==> src/rtl/spi_write_sequencer_if.sv <==
// Bundle of requester handshakes and SPI pins for spi_write_sequencer.
// The "master" side issues register writes; the "slave" side is the sequencer.
interface spi_write_sequencer_if;
  logic       req0_valid;
  logic [6:0] req0_addr;
  logic [7:0] req0_data;
  logic       req0_ready;

  logic       req1_valid;
  logic [6:0] req1_addr;
  logic [7:0] req1_data;
  logic       req1_ready;

  logic       SCLK;
  logic       nCS;
  logic       COPI;
  logic       busy;
  logic       done;
  logic [7:0] frames_sent;

  modport master (
    output req0_valid, req0_addr, req0_data,
    output req1_valid, req1_addr, req1_data,
    input  req0_ready, req1_ready,
    input  SCLK, nCS, COPI, busy, done, frames_sent
  );

  modport slave (
    input  req0_valid, req0_addr, req0_data,
    input  req1_valid, req1_addr, req1_data,
    output req0_ready, req1_ready,
    output SCLK, nCS, COPI, busy, done, frames_sent
  );
endinterface

==> src/rtl/spi_write_sequencer.sv <==
// Two-requester SPI write sequencer: round-robin grant, 16-bit MSB-first write frames.
// Optional register shadow that suppresses redundant writes: define SPI_SEQ_SHADOW_EN.
module spi_write_sequencer #(
  parameter int CLK_DIV = 4,
  parameter int CS_GAP  = 4
) (
  input  logic                  clk,
  input  logic                  rst_n,
  spi_write_sequencer_if.slave  bus
);

  typedef enum logic [2:0] {IDLE, SETUP, HIGH, LOW, HOLD, GAP} state_t;

  localparam int CNT_MAX = (CLK_DIV > CS_GAP) ? CLK_DIV : CS_GAP;
  localparam int CNT_W   = $clog2(CNT_MAX);

  state_t             state_q, state_d;
  logic [CNT_W-1:0]   cnt_q, cnt_d;
  logic [4:0]         bit_cnt_q, bit_cnt_d;
  logic [15:0]        shreg_q, shreg_d;
  logic               last_q, last_d;
  logic               ready0_q, ready0_d;
  logic               ready1_q, ready1_d;
  logic               busy_q, busy_d;
  logic               done_q, done_d;
  logic               sclk_q, sclk_d;
  logic               ncs_q, ncs_d;
  logic               copi_q, copi_d;
  logic [7:0]         frames_q, frames_d;

  logic               accept;
  logic               grant0, grant1;
  logic               div_end, gap_end;
  logic               active_d;
  logic               skip_hit;

  // The accept cycle is the one in which the registered ready pulse is visible.
  assign accept  = ready0_q | ready1_q;
  assign grant0  = bus.req0_valid & (~bus.req1_valid | last_q);
  assign grant1  = bus.req1_valid & (~bus.req0_valid | ~last_q);
  assign div_end = (cnt_q == CNT_W'(CLK_DIV - 1));
  assign gap_end = (cnt_q == CNT_W'(CS_GAP - 1));

`ifdef SPI_SEQ_SHADOW_EN
  logic [7:0] shadow_data [0:4];
  logic [4:0] shadow_valid;
  logic [6:0] frame_addr;
  logic [7:0] frame_data;
  logic       frame_done;

  assign frame_done = (state_q == HOLD) && div_end;

  always_ff @(posedge clk or negedge rst_n) begin
    if (!rst_n) begin
      shadow_valid <= '0;
      frame_addr   <= '0;
      frame_data   <= '0;
    end else begin
      if (state_q == IDLE && accept) begin
        frame_addr <= shreg_q[14:8];
        frame_data <= shreg_q[7:0];
      end
      if (frame_done && frame_addr <= 7'd4)
        shadow_valid[frame_addr[2:0]] <= 1'b1;
    end
  end

  // NOTE: shadow storage is deliberately left out of reset; its valid bit gates every read.
  always_ff @(posedge clk) begin
    if (frame_done && frame_addr <= 7'd4)
      shadow_data[frame_addr[2:0]] <= frame_data;
  end

  always_comb begin
    skip_hit = 1'b0;
    if (shreg_q[14:8] <= 7'd4)
      skip_hit = shadow_valid[shreg_q[10:8]] && (shadow_data[shreg_q[10:8]] == shreg_q[7:0]);
  end
`else
  assign skip_hit = 1'b0;
`endif

  // NOTE: every always_comb output is defaulted first so no path can infer a latch.
  always_comb begin
    state_d   = state_q;
    cnt_d     = '0;
    bit_cnt_d = bit_cnt_q;
    shreg_d   = shreg_q;
    last_d    = last_q;
    ready0_d  = 1'b0;
    ready1_d  = 1'b0;
    busy_d    = busy_q;
    done_d    = 1'b0;
    frames_d  = frames_q;

    unique case (state_q)
      IDLE: begin
        if (accept) begin
          if (skip_hit) begin
            busy_d = 1'b0;
            done_d = 1'b1;
          end else begin
            state_d   = SETUP;
            bit_cnt_d = '0;
          end
        end else if (grant0 || grant1) begin
          ready0_d = grant0;
          ready1_d = grant1;
          busy_d   = 1'b1;
          last_d   = grant1;
          shreg_d  = grant1 ? {1'b1, bus.req1_addr, bus.req1_data}
                            : {1'b1, bus.req0_addr, bus.req0_data};
        end
      end
      SETUP: begin
        cnt_d = cnt_q + 1'b1;
        if (div_end) begin
          cnt_d   = '0;
          state_d = HIGH;
        end
      end
      HIGH: begin
        cnt_d = cnt_q + 1'b1;
        if (div_end) begin
          cnt_d     = '0;
          bit_cnt_d = bit_cnt_q + 5'd1;
          if (bit_cnt_q == 5'd15) begin
            state_d = HOLD;
          end else begin
            state_d = LOW;
            shreg_d = {shreg_q[14:0], 1'b0};
          end
        end
      end
      LOW: begin
        cnt_d = cnt_q + 1'b1;
        if (div_end) begin
          cnt_d   = '0;
          state_d = HIGH;
        end
      end
      HOLD: begin
        cnt_d = cnt_q + 1'b1;
        if (div_end) begin
          cnt_d    = '0;
          state_d  = GAP;
          done_d   = 1'b1;
          frames_d = frames_q + 8'd1;
        end
      end
      GAP: begin
        cnt_d = cnt_q + 1'b1;
        if (gap_end) begin
          cnt_d   = '0;
          state_d = IDLE;
          busy_d  = 1'b0;
        end
      end
      default: state_d = IDLE;
    endcase

    // Pins are decoded from the next state so they change on the same edge as the FSM.
    active_d = (state_d == SETUP) || (state_d == HIGH) || (state_d == LOW) || (state_d == HOLD);
    sclk_d   = (state_d == HIGH);
    ncs_d    = ~active_d;
    copi_d   = active_d & shreg_d[15];
  end

  // NOTE: sequential state uses non-blocking assignments so every register samples pre-edge values.
  always_ff @(posedge clk or negedge rst_n) begin
    if (!rst_n) begin
      state_q   <= IDLE;
      cnt_q     <= '0;
      bit_cnt_q <= '0;
      shreg_q   <= '0;
      last_q    <= 1'b1;
      ready0_q  <= 1'b0;
      ready1_q  <= 1'b0;
      busy_q    <= 1'b0;
      done_q    <= 1'b0;
      sclk_q    <= 1'b0;
      ncs_q     <= 1'b1;
      copi_q    <= 1'b0;
      frames_q  <= '0;
    end else begin
      state_q   <= state_d;
      cnt_q     <= cnt_d;
      bit_cnt_q <= bit_cnt_d;
      shreg_q   <= shreg_d;
      last_q    <= last_d;
      ready0_q  <= ready0_d;
      ready1_q  <= ready1_d;
      busy_q    <= busy_d;
      done_q    <= done_d;
      sclk_q    <= sclk_d;
      ncs_q     <= ncs_d;
      copi_q    <= copi_d;
      frames_q  <= frames_d;
    end
  end

  assign bus.req0_ready  = ready0_q;
  assign bus.req1_ready  = ready1_q;
  assign bus.SCLK        = sclk_q;
  assign bus.nCS         = ncs_q;
  assign bus.COPI        = copi_q;
  assign bus.busy        = busy_q;
  assign bus.done        = done_q;
  assign bus.frames_sent = frames_q;

endmodule

==> src/flat_wrapper.sv <==
// flat-port wrapper written by rule: the top's interface ports become plain ports
module spi_write_sequencer_flat 
#(
  parameter int CLK_DIV = 4,
  parameter int CS_GAP  = 4
)
  (clk, rst_n, bus_req0_valid, bus_req0_addr, bus_req0_data, bus_req1_valid, bus_req1_addr, bus_req1_data, bus_req0_ready, bus_req1_ready, bus_SCLK, bus_nCS, bus_COPI, bus_busy, bus_done, bus_frames_sent);
  spi_write_sequencer_if bus_i ();
  input  logic clk;
  input  logic rst_n;
  input wire logic [$bits(bus_i.req0_valid)-1:0] bus_req0_valid;
  input wire logic [$bits(bus_i.req0_addr)-1:0] bus_req0_addr;
  input wire logic [$bits(bus_i.req0_data)-1:0] bus_req0_data;
  input wire logic [$bits(bus_i.req1_valid)-1:0] bus_req1_valid;
  input wire logic [$bits(bus_i.req1_addr)-1:0] bus_req1_addr;
  input wire logic [$bits(bus_i.req1_data)-1:0] bus_req1_data;
  output wire logic [$bits(bus_i.req0_ready)-1:0] bus_req0_ready;
  output wire logic [$bits(bus_i.req1_ready)-1:0] bus_req1_ready;
  output wire logic [$bits(bus_i.SCLK)-1:0] bus_SCLK;
  output wire logic [$bits(bus_i.nCS)-1:0] bus_nCS;
  output wire logic [$bits(bus_i.COPI)-1:0] bus_COPI;
  output wire logic [$bits(bus_i.busy)-1:0] bus_busy;
  output wire logic [$bits(bus_i.done)-1:0] bus_done;
  output wire logic [$bits(bus_i.frames_sent)-1:0] bus_frames_sent;
  assign bus_i.req0_valid = bus_req0_valid;
  assign bus_i.req0_addr = bus_req0_addr;
  assign bus_i.req0_data = bus_req0_data;
  assign bus_i.req1_valid = bus_req1_valid;
  assign bus_i.req1_addr = bus_req1_addr;
  assign bus_i.req1_data = bus_req1_data;
  assign bus_req0_ready = bus_i.req0_ready;
  assign bus_req1_ready = bus_i.req1_ready;
  assign bus_SCLK = bus_i.SCLK;
  assign bus_nCS = bus_i.nCS;
  assign bus_COPI = bus_i.COPI;
  assign bus_busy = bus_i.busy;
  assign bus_done = bus_i.done;
  assign bus_frames_sent = bus_i.frames_sent;
  spi_write_sequencer #(.CLK_DIV(CLK_DIV), .CS_GAP(CS_GAP)) u_core (.clk(clk), .rst_n(rst_n), .bus(bus_i));
endmodule
==> config.mk <==
export PLATFORM = sky130hd
export DESIGN_NAME = spi_write_sequencer_flat
export DESIGN_NICKNAME = d
export VERILOG_FILES = /design/src/rtl/spi_write_sequencer_if.sv /design/src/rtl/spi_write_sequencer.sv /design/src/flat_wrapper.sv
export SDC_FILE = /design/constraint.sdc
export NUM_CORES = 1
export LEC_CHECK = 0
export ABC_AREA = 1
export BUFFER_PORTS_ARGS = -buffer_cell sky130_fd_sc_hd__buf_4
export CAP_MARGIN = 20
export CORE_AREA = 2 2 81 83
export DETAILED_ROUTE_END_ITERATION = 7
export DIE_AREA = 0 0 83 85
export SETUP_SLACK_MARGIN = 0.4
export SYNTH_ARGS = -nofsm -noshare
export SYNTH_HDL_FRONTEND = slang
export SYNTH_SLANG_ARGS = --single-unit
==> constraint.sdc <==
create_clock -name clk -period 1.7 [get_ports clk]
set_input_delay 0.17 -clock clk [delete_from_list [all_inputs] [get_ports clk]]
set_output_delay 0.17 -clock clk [all_outputs]
set_load 0.05 [all_outputs]
==> results.ini <==
[worst_setup_path]
cp_max_fo = 8
critPathLaunchType = flop
required_ns = 1.94
cp.arrival_ns = 1.85
endpoint_kind = flop
path_class = flop to flop

[clock_tree]
cts_buffer_depth = 2
clkSinkCount = 42
h-tree-depth = 2
numCtsBuffers = 5
clock_latency_ns = 0.30
clkSlewWorstSetupHoldPaths_ns = 0.08
cts_tree = yes
cts_root_buffer = clkbuf_8

[drt]
wl_per_cell_um = 11.77
met3_length_um = 358
vias = 2098
highest-signal-layer = met4
route.met2.wl_um = 2416
drt_first_pass_iters = 4
wl_met1_um = 2386
viasPerCell = 4.694
route.detailed.drc = 0
drtAntennaViolNets = 0
totalWireLength_um = 5259
first_iter_violations = 78

[synth]
synth_seq_cells = 42
syn_nets = 339
synth.most_common_cell = nand2_1
yosysTopAreaCell = dfrtp_1
async_reset_ff_frac = 1.000
synth.distinct_cells = 30
synthCells = 300
ys_seq_area_frac = 0.4624
syn_area_sq_mm = 0.002278
synth-edff-count = 0
yosysWarnings = 0
synth_top_area_frac = 0.4393
avgSynthCellArea_sq_um = 7.595
netlist_top_cells_area = dfrtp_1 (44%), nand2_1 (13%), inv_1 (6.1%)
synth_top_cells_by_count = nand2_1 (80), dfrtp_1 (40), inv_1 (37), nor2_1 (37), nand3_1 (25)
synthFlopType = dfrtp_1

[floorplanning]
die_w_um = 83
ioPinCount = 49
placementRows = 29
core_sq_mm = 0.006205
die_area_sq_mm = 0.007055
start_util = 0.3672
die_h_um = 85

[placed_design]
dp_worst_setup_slack_ns = 0.04313
place_congestion = 0.8362
dp_hpwl_um = 3753
port_buffers = 48

[power]
leakage_nw = 1.542
powerDensity_mw_per_mm2 = 1472
vdd_ir_drop_max_mv = 0.6913

[worst_hold_path]
hold_class = input port to flop

[job]
cap_violations = 0

[finish]
insertedDiodeCount = 0
nets = 408
drive_gt1_frac = 0.3649
syn_to_final_growth_pct = 38.77

[sta]
setup_viol = 0
clock-skew-final_ns = 0.007764
fin_crit_sh = 0.9460
post-route-min-period_ns = 1.608
tightestPinTransition_ns = 0.5314
fin_ws_ns = 0.09183
hold_viol = 0
slew_viol_final = 0
fin_setup_tns_ns = 0
rsz0062_at_grt = yes
fmax_mhz = 621.8
relSlewSlack = 0.6457

[global_route]
grtUsageTotal = 0.1581
grt_pass1_wl_um = 9135
grt_pass1_vias = 2062
grt.overflow.total = 0
grt_max_degree = 43
antenna_found_initial = 0

[run_status]
status = finished, final reports clean

## logic make-up after synthesis
logic type                 after synthesis  synth area share
AOI/OAI and AO/OA                       42           0.09775
DFF                                     42            0.4624
adders and majority gates                5           0.02746
muxes                                    1          0.004942
xor gates and xnor gates                 6           0.02306
buffers and inverters                   49           0.08951
and+or+nand+nor                        155            0.2949
## worst max-delay path, stage by stage (launching register included)
cell and delay (ns):
dfrtp_1 0.39, ha_2 0.20, nand2_2 0.08, nor2_4 0.05, ha_4 0.17, inv_4 0.06, a21oi_4 0.05, nor3_4 0.20
buf_4 0.20, o21ai_0 0.09, nand2_1 0.06
## worst paths after layout
kind                                        endpoint           startpoint  cells past startpoint  slack, ns
max reg2reg                        u_core.shreg_q[1]  u_core.bit_cnt_q[1]                     10       0.09
min in group asynchronous      u_core.bus.req1_ready                rst_n                      2       0.39
min                            u_core.bus.req0_ready       bus_req0_valid                      3       0.13
max in group asynchronous  u_core.bus.frames_sent[0]                rst_n                      2       0.91
min reg2reg                        u_core.shreg_q[9]    u_core.shreg_q[9]                      2       0.49
max                                u_core.shreg_q[1]  u_core.bit_cnt_q[1]                     10       0.09
## report_power, final
group | total, mW | switching (mW) | internal (mW)
clock | 0.790 | 0.352 | 0.438
combinational | 2.37 | 1.49 | 0.883
sequential | 1.49 | 0.171 | 1.32
## final cells by class
cell class | count | area [sq um]
clock buffers | 6 | 72.57
clock inverters | 2 | 37.54
fillers | 583 | 3043
inverters | 40 | 165.2
multi-input cells | 209 | 1165
flip-flops and latches | 42 | 1064
well taps | 77 | 96.34
repair buffers | 71 | 561.8
## sequential cells by signal, indices dropped and copies added (netlist names)
| name | cells |
|---|---|
| u_core.shreg_q | 16 |
| u_core.last_q | 1 |
| u_core.bus.nCS | 1 |
| u_core.bus.busy | 1 |
| u_core.cnt_q | 2 |
| u_core.bus.SCLK | 1 |
| u_core.bit_cnt_q | 5 |
| u_core.bus.COPI | 1 |
| u_core.bus.req0_ready | 1 |
| u_core.bus.frames_sent | 8 |
| u_core.bus.req1_ready | 1 |
| u_core.state_q | 3 |
| u_core.bus.done | 1 |
## through the flow
step                total power [mW]  instances  hold WS [ns]  area [sq um]    util
floorplan                      2.947        300       -0.1256          2308       -
global placement               3.522        426        0.1949          2786  0.4491
detailed placement             3.548        426        0.1927          2786  0.4491
CTS                            4.526        443        0.1236          3018  0.4864
global route                   5.049        447        0.1358          3162  0.5096
finish                         4.654        447        0.1321          3162  0.5096
## timing repair
| item | CTS | global route |
|---|---|---|
| pin swaps | 7 | 14 |
| hold buffers | 1 | 0 |
| buffers inserted | 8 | 4 |
| gates resized for setup | 18 | 35 |
| setup endpoints to repair | 30 | 32 |
| endpoints found under the hold margin | 40 | 0 |
## routing by layer
metal / track usage / vias to the layer above
met5: 0 / -
met4: 0.06408 / 0
met3: 0.03794 / 10
met2: 0.2529 / 67
met1: 0.2074 / 936
li1: - / 1085
## cell usage in the layout (no fill, tap or decap), types with 2 or more instances in the layout
cell type / n
o21ai_0: 15
inv_4: 6
nor3_1: 2
nand3_2: 3
dfrtp_1: 32
nand3_4: 2
o21a_1: 2
ha_2: 2
inv_2: 5
buf_6: 7
nor2_2: 6
nand2_2: 10
ha_4: 2
nand2_4: 2
dfstp_2: 2
xor2_1: 2
nor2_1: 29
inv_1: 29
nand2_1: 70
nand3_1: 22
o21ai_1: 6
xnor2_1: 4
nand4_1: 3
clkbuf_8: 5
nor2_4: 4
a21oi_1: 15
dfrtp_2: 8
buf_4: 63
(Power assumes the default switching activity.)
